--- config.mk ---
export PLATFORM = sky130hd
export DESIGN_NAME = lreport_gen
export DESIGN_NICKNAME = d
export VERILOG_FILES = /design/src/rtl/lreport_gen.sv
export SDC_FILE = /design/constraint.sdc
export NUM_CORES = 1
export LEC_CHECK = 0
export BUFFER_PORTS_ARGS = -buffer_cell sky130_fd_sc_hd__buf_2
export CAP_MARGIN = 10
export CELL_PAD_IN_SITES_DETAIL_PLACEMENT = 2
export CELL_PAD_IN_SITES_GLOBAL_PLACEMENT = 2
export CORE_UTILIZATION = 42
export DETAILED_ROUTE_END_ITERATION = 8
export GPL_TIMING_DRIVEN = 0
export PLACE_DENSITY_LB_ADDON = 0.1
export SETUP_SLACK_MARGIN = 0.05
export SLEW_MARGIN = 20
export SYNTH_ARGS = -nofsm -noshare
export SYNTH_HDL_FRONTEND = slang
export SYNTH_SLANG_ARGS = --single-unit
--- constraint.sdc ---
create_clock -name clk -period 67.9 [get_ports clk]
set_input_delay 3.395 -clock clk [delete_from_list [all_inputs] [get_ports clk]]
set_output_delay 3.395 -clock clk [all_outputs]
set_load 0.01 [all_outputs]
--- src/rtl/lreport_gen.sv ---
// ============================================================================
// lreport_gen : delays the upstream packet stream and injects 6-cycle local
// report packets into idle gaps, triggered by a period timer or a toggle.
// Revision    : 1.0
// ============================================================================
`default_nettype none

module lreport_gen #(
    parameter logic [7:0] LMID    = 8'd12,
    parameter int         RPT_LEN = 6
) (
    input  logic         clk,
    input  logic         rst,
    input  logic [133:0] in_lr_data,
    input  logic         in_lr_data_wr,
    input  logic         in_lr_data_valid,
    input  logic         in_lr_data_valid_wr,
    input  logic [47:0]  in_local_mac_id,
    input  logic [47:0]  in_master_mac,
    input  logic [31:0]  report_period,
    input  logic         in_update_toggle,
    input  logic [31:0]  time_slot_period,
    input  logic [31:0]  token_bucket_para,
    input  logic [47:0]  direct_mac_addr,
    input  logic         direction,
    output logic [133:0] out_lr_data,
    output logic         out_lr_data_wr,
    output logic         out_lr_data_valid,
    output logic         out_lr_data_valid_wr,
    output logic [31:0]  report_seq,
    output logic [15:0]  report_overrun
);

    typedef enum logic [0:0] {
        IDLE   = 1'b0,
        INJECT = 1'b1
    } state_t;

    state_t        state, state_nxt;
    logic [2:0]    k, k_nxt;
    logic [31:0]   timer;
    logic          toggle_q;
    logic          pending;
    logic [133:0]  dly_data     [RPT_LEN];
    logic          dly_wr       [RPT_LEN];
    logic          dly_valid    [RPT_LEN];
    logic          dly_valid_wr [RPT_LEN];

    logic          timer_req, req, dly_busy, go, rpt_last;
    logic [133:0]  rpt;

    assign timer_req = (report_period != 32'd0) && (timer == report_period - 32'd1);
    assign req       = timer_req | (toggle_q ^ in_update_toggle);

    always_comb begin
        dly_busy = 1'b0;
        for (int i = 0; i < RPT_LEN; i++) begin
            dly_busy = dly_busy | dly_wr[i];
        end
    end

    always_comb begin
        state_nxt = state;
        k_nxt     = k;
        go        = 1'b0;
        rpt_last  = 1'b0;
        rpt       = '0;
        case (state)
            IDLE: begin
                // Only inject when nothing is in flight, so the report slots
                // line up with empty delay-line cycles.
                if (pending && !in_lr_data_wr && !dly_busy) begin
                    state_nxt = INJECT;
                    k_nxt     = 3'd0;
                    go        = 1'b1;
                end
            end
            INJECT: begin
                rpt_last = (k == 3'(RPT_LEN - 1));
                k_nxt    = rpt_last ? 3'd0 : k + 3'd1;
                if (rpt_last) begin
                    state_nxt = IDLE;
                end
                case (k)
                    3'd0: begin
                        rpt[133:132] = 2'b01;
                        rpt[127:120] = LMID;
                    end
                    3'd1: rpt[133:132] = 2'b11;
                    3'd2: begin
                        rpt[133:132] = 2'b11;
                        rpt[127:80]  = in_master_mac;
                        rpt[79:32]   = in_local_mac_id;
                        rpt[31:16]   = 16'h1662;
                        rpt[11:8]    = 4'he;
                    end
                    3'd3: begin
                        rpt[133:132] = 2'b11;
                        rpt[127:96]  = report_seq;
                        rpt[95:64]   = time_slot_period;
                        rpt[63:32]   = token_bucket_para;
                    end
                    3'd4: begin
                        rpt[133:132] = 2'b11;
                        rpt[127:80]  = direct_mac_addr;
                        rpt[79]      = direction;
                    end
                    default: rpt[133:132] = 2'b10;
                endcase
            end
            default: state_nxt = IDLE;
        endcase
    end

    always_ff @(posedge clk or posedge rst) begin
        if (rst) begin
            state                <= IDLE;
            k                    <= 3'd0;
            timer                <= 32'd0;
            toggle_q             <= 1'b0;
            pending              <= 1'b0;
            report_seq           <= 32'd0;
            report_overrun       <= 16'd0;
            out_lr_data          <= '0;
            out_lr_data_wr       <= 1'b0;
            out_lr_data_valid    <= 1'b0;
            out_lr_data_valid_wr <= 1'b0;
            for (int i = 0; i < RPT_LEN; i++) begin
                dly_data[i]     <= '0;
                dly_wr[i]       <= 1'b0;
                dly_valid[i]    <= 1'b0;
                dly_valid_wr[i] <= 1'b0;
            end
        end else begin
            state    <= state_nxt;
            k        <= k_nxt;
            toggle_q <= in_update_toggle;

            if (report_period == 32'd0 || timer_req) begin
                timer <= 32'd0;
            end else begin
                timer <= timer + 32'd1;
            end

            if (req) begin
                pending <= 1'b1;
            end else if (go) begin
                pending <= 1'b0;
            end

            if (req && pending && report_overrun != 16'hFFFF) begin
                report_overrun <= report_overrun + 16'd1;
            end

            if (rpt_last) begin
                report_seq <= report_seq + 32'd1;
            end

            dly_data[0]     <= in_lr_data;
            dly_wr[0]       <= in_lr_data_wr;
            dly_valid[0]    <= in_lr_data_valid;
            dly_valid_wr[0] <= in_lr_data_valid_wr;
            for (int i = 1; i < RPT_LEN; i++) begin
                dly_data[i]     <= dly_data[i-1];
                dly_wr[i]       <= dly_wr[i-1];
                dly_valid[i]    <= dly_valid[i-1];
                dly_valid_wr[i] <= dly_valid_wr[i-1];
            end

            if (state == INJECT) begin
                out_lr_data          <= rpt;
                out_lr_data_wr       <= 1'b1;
                out_lr_data_valid    <= rpt_last;
                out_lr_data_valid_wr <= rpt_last;
            end else begin
                out_lr_data          <= dly_data[RPT_LEN-1];
                out_lr_data_wr       <= dly_wr[RPT_LEN-1];
                out_lr_data_valid    <= dly_valid[RPT_LEN-1];
                out_lr_data_valid_wr <= dly_valid_wr[RPT_LEN-1];
            end
        end
    end

endmodule

`default_nettype wire

==> metrics.csv, run 1 <==
metric;value;unit
worst r2r src;k[1];
Die Height;275;um
drt initial violations;1369;
# resized after CTS;0;
Initial DRT Pass Iterations;8;
clk buf depth;3;
routed vias;18235;
compound-gate portion of the synthesized area;6.01;%
drt via density;5.04;
die width;275;um
Syn Area/Cell;16.8;um^2
max-capacitance violation count;0;
vias in the first global route;21059;
worst r2r path cells;9;
Pwr Density;37.4;nW/um^2
CTS Buf Count;103;
Sw Share;26.9;%
standby leakage power;18.3;nW
combinational power share;12.5;%
grt ovf;0;
XOR/XNOR Fraction of Synth Area;3.13;%
RePlAce Congestion;0.889;
Core ar.;73500;um^2
crit path DAT;7290;ps
Worst-Margin Slew;1110;ps
Worst IR Drop VDD;0.0255;mV
Primary FF master, synth;dfrtp_1;
Final setup viols;0;
worst min path class;reg -> reg;
Antenna Violating Nets Remaining;0;
Synth Instances;1870;
EDFF count, synth;0;
dpl hpwl;60900;um
DRC violations left;0;
top cells by area, synth;dfrtp_1 (83%), nor2_1 (1.9%), xnor2_1 (1.6%);
r2r setup slk;64270;ps
Max Clk Rate;148;MHz
initial antenna violation count;40;
Final Hold Viols;0;
P_sw;0.000395;W
Initial Util;42.7;%
post-synthesis sequential area ratio;83.4;%
CP endpoint kind;flop;
RSZ-0062 raised after global routing;no;
setup bufs post-CTS;0;
P_int;0.00107;W
CTS Hold Bufs;0;
crit start category;input pin;
die area;75800;um^2
CP max FO;10;
crit path to;report_overrun[1];
Mapped Area;31400;um^2
first-pass GRT wire length;133000;um
Setup TNS;0;ps
post-synthesis async set-or-reset flop share;100;%
R2R Path End;out_lr_data[60];
share of cells above drive strength 1;28.9;%
Yosys cell types;58;
Fin Hold WS;319;ps
Root Driver;clkbuf_16;
# port buffers;563;
syn_nets;2256;
Fin Clk Skew;48.6;ps
Reg clk slew, reported paths;60;ps
largest net degree at the start of global routing;118;
Sequential Power Share;47.6;%
Clock power frac;39.8;%
nets;2934;
max_slew headroom;25.2;%
status;finished clean;
cell accounting for the most synthesized area;dfrtp_1;
post-synth top area share;83.4;%
final worst-path cycle share;9.98;%
Synth Warn #;0;
WL per Instance;24.8;um
Post-Synth Simple-Gate Area;6.03;%
Pins Over Slew Limit;0;
synthesized-area fraction occupied by adder cells;0.199;%
post-synthesis register bit count;1045;
CTS sink count;1045;
main combinational cell family by area after synthesis;simple AND/OR/NAND/NOR gates;
Required @ worst endpoint;68420;ps
mux cell area share after synthesis;0.104;%
row count;99;
critical path type;in -> reg;
IO Count;566;
final WL;89800;um
H-tree depth;3;
beginning of the critical path;report_period[4];
Tmin final;6780;ps
later-pin clock latency in the skew report;680;ps
TritonCTS clock tree;built;
Area Growth Syn to Fin;25.2;%
Total GRT Usage;23.9;%
## sequential cells by signal, summed over array words and instances (netlist names), 3 cells and up
register / flops
dly_valid: 6
timer: 32
report_overrun: 16
out_lr_data: 134
k: 3
report_seq: 32
dly_wr: 6
dly_data: 804
dly_valid_wr: 6
## how the worst min path moves through the flow
stage / from / to / slack (ps) / depth (start not counted)
detailed placement: dly_data[675] / dly_data[541] / 340 / 0
floorplan: dly_data[134] / dly_data[0] / 330 / 0
CTS: dly_data[665] / dly_data[531] / 320 / 0
global route: dly_data[665] / dly_data[531] / 340 / 0
global placement: dly_data[528] / dly_data[394] / 330 / 0
finish: dly_data[665] / dly_data[531] / 320 / 0
## layer usage
metal  routed length, um  global-route usage (%)  vias up
met2               48600                    42.7      530
met5                 138                       0        -
met4                3300                    9.45       24
li1                    -                       -     7805
met3                5160                    6.39      210
met1               32600                    27.3     9666
## power by group through the flow
stage          sequential, W  combinational (W)  clock [W]
2_1_floorplan       0.000718          0.0000748          0
3_3_place_gp        0.000708           0.000171          0
3_5_place_dp        0.000709           0.000182          0
4_1_cts             0.000700           0.000186   0.000600
5_1_grt             0.000704           0.000199   0.000622
6_report            0.000699           0.000184   0.000585
## metrics by stage
stage          instance area (um^2)  worst slack, ps  util [%]  power (W)  cells
4_1_cts                       39200            61050      53.4    0.00149   3593
3_3_place_gp                  35400            26190      48.2   0.000880   3392
5_1_grt                       39300            60790      53.5    0.00153   3613
3_5_place_dp                  35700            60380      48.6   0.000892   3402
2_1_floorplan                 31400            35090         -   0.000793   1870
6_report                      39300            61120      53.5    0.00147   3618
## cell usage after synthesis (3+ instances only)
cell / count
dfrtp_1: 1045
nor2_1: 155
clkbuf_1: 65
nand2_1: 59
xnor2_1: 57
xor2_1: 55
a222oi_1: 49
o2bb2ai_1: 49
a221oi_1: 48
nand3_1: 35
nor2b_1: 29
inv_1: 25
nor3_1: 20
o21ai_0: 18
nor4_1: 17
and3_1: 14
nand4_1: 11
a21oi_1: 10
nand2b_1: 10
or4_1: 10
a211oi_1: 9
a2111oi_1: 6
and4_1: 6
ha_1: 5
o31ai_1: 5
a211o_1: 4
and2_1: 4
o21a_1: 4
nor3b_1: 3
o211ai_1: 3
or2_2: 3
or3_1: 3
## final cells by class
class                           instances  area [um^2]
Buffer                                 68          265
Antenna cell                           25         62.6
Inverter                               25          101
Sequential cell                      1045        26200
Clock buffer                          146         2980
Fill cell                            6655        34200
Clock inverter                         45          563
Multi-Input combinational cell        732         4860
Tap cell                              959         1200
Timing Repair Buffer                  573         3090
## cell usage in the layout (no fill, tap or decap), types with 5 or more instances in the layout
cell / netlist / final
inv_1: 25 / 24
ha_1: 5 / 5
o21ai_0: 18 / 18
nand2b_1: 10 / 10
a221oi_1: 48 / 48
bufinv_16: 0 / 8
o2bb2ai_1: 49 / 49
a211oi_1: 9 / 9
clkbuf_16: 0 / 103
nand4_1: 11 / 11
a2111oi_1: 6 / 6
clkbuf_1: 65 / 84
buf_2: 2 / 565
and4_1: 6 / 6
nor3_1: 20 / 19
buf_16: 0 / 10
clkbuf_8: 0 / 24
nand2_1: 59 / 59
nor4_1: 17 / 17
nor2b_1: 29 / 29
diode_2: 0 / 25
a21oi_1: 10 / 10
and3_1: 14 / 14
dfrtp_1: 1045 / 1045
xor2_1: 55 / 55
xnor2_1: 57 / 57
or4_1: 10 / 10
a222oi_1: 49 / 49
nor2_1: 155 / 155
nand3_1: 35 / 35
clkinv_2: 0 / 27
## critical path: stages
cell and delay [ps]:
clkbuf_1 180, nor4_1 780, nand4_1 450, or4_1 600, a211o_1 340, a221oi_1 350
nand4_2 290, buf_2 290, a21oi_2 240, mux2_1 360
## kinds of logic (layout without fill, tap and decap cells)
kind of cell / Yosys count / count (layout)
buffers and inverters: 93 / 857
AO/OA/AOI/OAI: 223 / 223
AND/OR/NAND/NOR: 389 / 389
adder cells (fa/ha/maj): 5 / 5
XOR/XNOR: 112 / 112
other: 0 / 25
multiplexers: 3 / 3
flip-flops: 1045 / 1045
Power figures use the tool's default switching activity.
==> run 2, diff against run 1 <==
--- a/config.mk
+++ b/config.mk
@@ -5,11 +5,12 @@
 export SDC_FILE = /design/constraint.sdc
 export NUM_CORES = 1
 export LEC_CHECK = 0
+export ABC_AREA = 1
 export BUFFER_PORTS_ARGS = -buffer_cell sky130_fd_sc_hd__buf_2
 export CAP_MARGIN = 10
 export CELL_PAD_IN_SITES_DETAIL_PLACEMENT = 2
 export CELL_PAD_IN_SITES_GLOBAL_PLACEMENT = 2
-export CORE_UTILIZATION = 42
+export CORE_UTILIZATION = 38
 export DETAILED_ROUTE_END_ITERATION = 8
 export GPL_TIMING_DRIVEN = 0
 export PLACE_DENSITY_LB_ADDON = 0.1
==> constraint.sdc (replaced) <==
create_clock -name clk -period 6.5 [get_ports clk]
set_input_delay 0.325 -clock clk [delete_from_list [all_inputs] [get_ports clk]]
set_output_delay 0.325 -clock clk [all_outputs]
set_load 0.01 [all_outputs]
==> run 2 against run 1 <==
  * Global-route usage rose by 2.0 points
  * Non-clock buffer count grew 250
  * First-iteration DRC count is 39% lower
  * Critical path depth decreased by 2
  * Via count increased by 18%
  * Clock skew rose by 36 ps
  * Flip-flop and latch count is the same
  * Largest cell class unchanged
  * Highest routed layer unchanged
==> metrics.csv, run 2 <==
metric;value;unit
max_slew headroom;27.0;%
beginning of the critical path;k[2];
final worst-path cycle share;66.8;%
worst-path cell chain;clkinv_1, ha_1, clkbuf_1, clkbuf_1, clkbuf_1, a22oi_1, dlygate4sd3_1, o21ai_0;
Slowest cell on crit path;clkbuf_1;
post-synthesis sequential area ratio;80.0;%
most frequent CP cell;clkbuf_1;
most common cell after layout, fill and taps aside;dfrtp_1;
post-synthesis async set-or-reset flop share;100;%
Primary FF master, synth;dfrtp_1;
later-pin clock latency in the skew report;710;ps
synth cell count leaders;dfrtp_1 (1045), nand2_1 (351), nor2_1 (185);
vias in the first global route;25411;
Max Clk Rate;230;MHz
Yosys cell types;50;
CP endpoint kind;flop;
CTS Buf Count;105;
hold path cells;3;
# port buffers;565;
drt via density;4.75;
die width;295;um
Mapped Area;32700;um^2
TritonCTS clock tree;built;
Layout Cells excl Fill;4518;
cell family with most CP delay;buffers and inverters;
CP Buf/Inv Count;5;
Largest register FFs;804;
Worst-Margin Slew;1090;ps
Antenna Violating Nets Remaining;0;
syn_nets;2722;
DRC violations left;0;
critical path type;reg -> reg;
Total GRT Usage;25.9;%
WP depth;8;
post-synth top area share;80.0;%
RSZ-0062 raised after global routing;no;
placed cells;4081;
standby leakage power;20.8;nW
most frequent cells in the layout;dfrtp_1 (1045), buf_2 (568), nand2_1 (351);
Tot Pwr;0.0159;W
WL per Instance;24.6;um
post-synthesis register bit count;1045;
Initial Util;38.4;%
crit start category;flop;
cell accounting for the most synthesized area;dfrtp_1;
row count;107;
final WL;111000;um
met2 Usage GRT;47.1;%
Setup WS post-layout;2160;ps
routed vias;21483;
Worst Hold Launch;in_local_mac_id[39];
CP peak stage delay;830;ps
grt ovf;0;
RePlAce Congestion;0.833;
Final setup viols;0;
share of cells above drive strength 1;25.0;%
Core ar.;85100;um^2
clk buf depth;3;
Worst IR Drop VDD;0.258;mV
Setup TNS;0;ps
max-capacitance violation count;0;
Die Height;295;um
Synth Warn #;0;
worst r2r path cells;8;
EDFF count, synth;0;
worst r2r src;k[2];
CP max FO;10;
H-tree depth;3;
Syn Area/Cell;14.0;um^2
Root Driver;clkbuf_16;
nets;3663;
Biggest register;dly_data;
top flop regs;dly_data x804, out_lr_data x134;
Area Growth Syn to Fin;34.0;%
largest net degree at the start of global routing;38;
Pins Over Slew Limit;0;
IO Count;566;
dpl hpwl;70300;um
drt initial violations;830;
Required @ worst endpoint;7120;ps
top cells by area, synth;dfrtp_1 (80%), nand2_1 (4.0%), nor2_1 (2.1%);
status;finished clean;
initial antenna violation count;23;
met1 GRT Util;30.2;%
Pwr Density;364;nW/um^2
CTS sink count;1045;
Synth Instances;2336;
Initial DRT Pass Iterations;4;
r2r setup slk;2160;ps
crit path DAT;4960;ps
Layout Utilization;51.4;%
Tmin final;4340;ps
die area;87200;um^2
Reg clk slew, reported paths;80;ps
# resized after CTS;0;
first-pass GRT wire length;165000;um
Final Hold Viols;0;
most common cell in the netlist;dfrtp_1;
gr busiest metal;met2;
met3 Use GR;4.84;%
worst min path class;in -> reg;
pre-CTS WS;2570;ps
Fin Clk Skew;84.3;ps
## run 2: changes by cell type after synthesis, sizes merged, moves of 21 or more
cell,previous run,this run
a21oi,11,50
a221oi,48,2
a222oi,49,0
a22oi,2,67
clkbuf,65,44
inv,25,143
nand2,59,371
nand3,35,70
nor2,155,200
nor2b,29,1
o21ai,18,111
o2bb2ai,49,0
xnor2,57,26
xor2,55,77
## run 2: worst register-to-register path, cell delays in order (launching register included)
cell	delay (ps)
dfrtp_1	510
clkinv_1	250
ha_1	180
clkbuf_1	610
clkbuf_1	840
clkbuf_1	710
a22oi_1	310
dlygate4sd3_1	680
o21ai_0	210
## run 2: timing repair
item | CTS | global route
hold endpoints to repair | 293 | 1
buffers inserted | 0 | 0
hold buffers | 232 | 1
## run 2: logic make-up after synthesis
| kind of cell | Yosys count | share of synthesized area [%] |
|---|---|---|
| buf+inv | 201 | 2.35 |
| simple gates | 711 | 9.59 |
| xor+xnor | 103 | 2.76 |
| compound gates | 271 | 5.08 |
| flops | 1045 | 80.0 |
| fa+ha+maj | 5 | 0.191 |
## run 2: path summary, 6_finish.rpt
kind | end
setup / recovery | out_lr_data[62]
hold / removal | out_lr_data[71]
setup reg to reg | out_lr_data[62]
hold reg to reg | dly_valid_wr[4]
max in group asynchronous | dly_data[672]
min in group asynchronous | out_lr_data[53]
## run 2: routing by layer
metal	wire length [um]	vias up
li1	-	9396
met1	42200	11267
met2	59700	590
met3	5150	210
met4	4020	20
met5	128	-
## run 2: stage by stage
step / hold WS, ps / cell area, um^2
floorplan: 331 / 32700
global placement: 331 / 36900
detailed placement: 282 / 37700
CTS: 1.24 / 43800
global route: 0.199 / 43800
finish: 0.302 / 43800
## run 2: layout make-up
| type | instances | area, um^2 |
|---|---|---|
| fillers | 8104 | 41300 |
| flip-flops and latches | 1045 | 26200 |
| repair buffers | 834 | 5940 |
| multi-input cells | 1090 | 5760 |
| clock buffers | 145 | 3030 |
| well taps | 1144 | 1430 |
| clock inverters | 49 | 693 |
| inverters | 144 | 544 |
| plain buffers | 57 | 230 |
| diodes | 10 | 25.0 |
## run 2: report_power, final
| group | switching [W] | internal (W) | leakage [nW] |
|---|---|---|---|
| clock network | 0.00275 | 0.00370 | 1.82 |
| logic | 0.00150 | 0.000761 | 6.61 |
| registers | 0.000222 | 0.00701 | 12.4 |
| total | 0.00448 | 0.0115 | 20.8 |
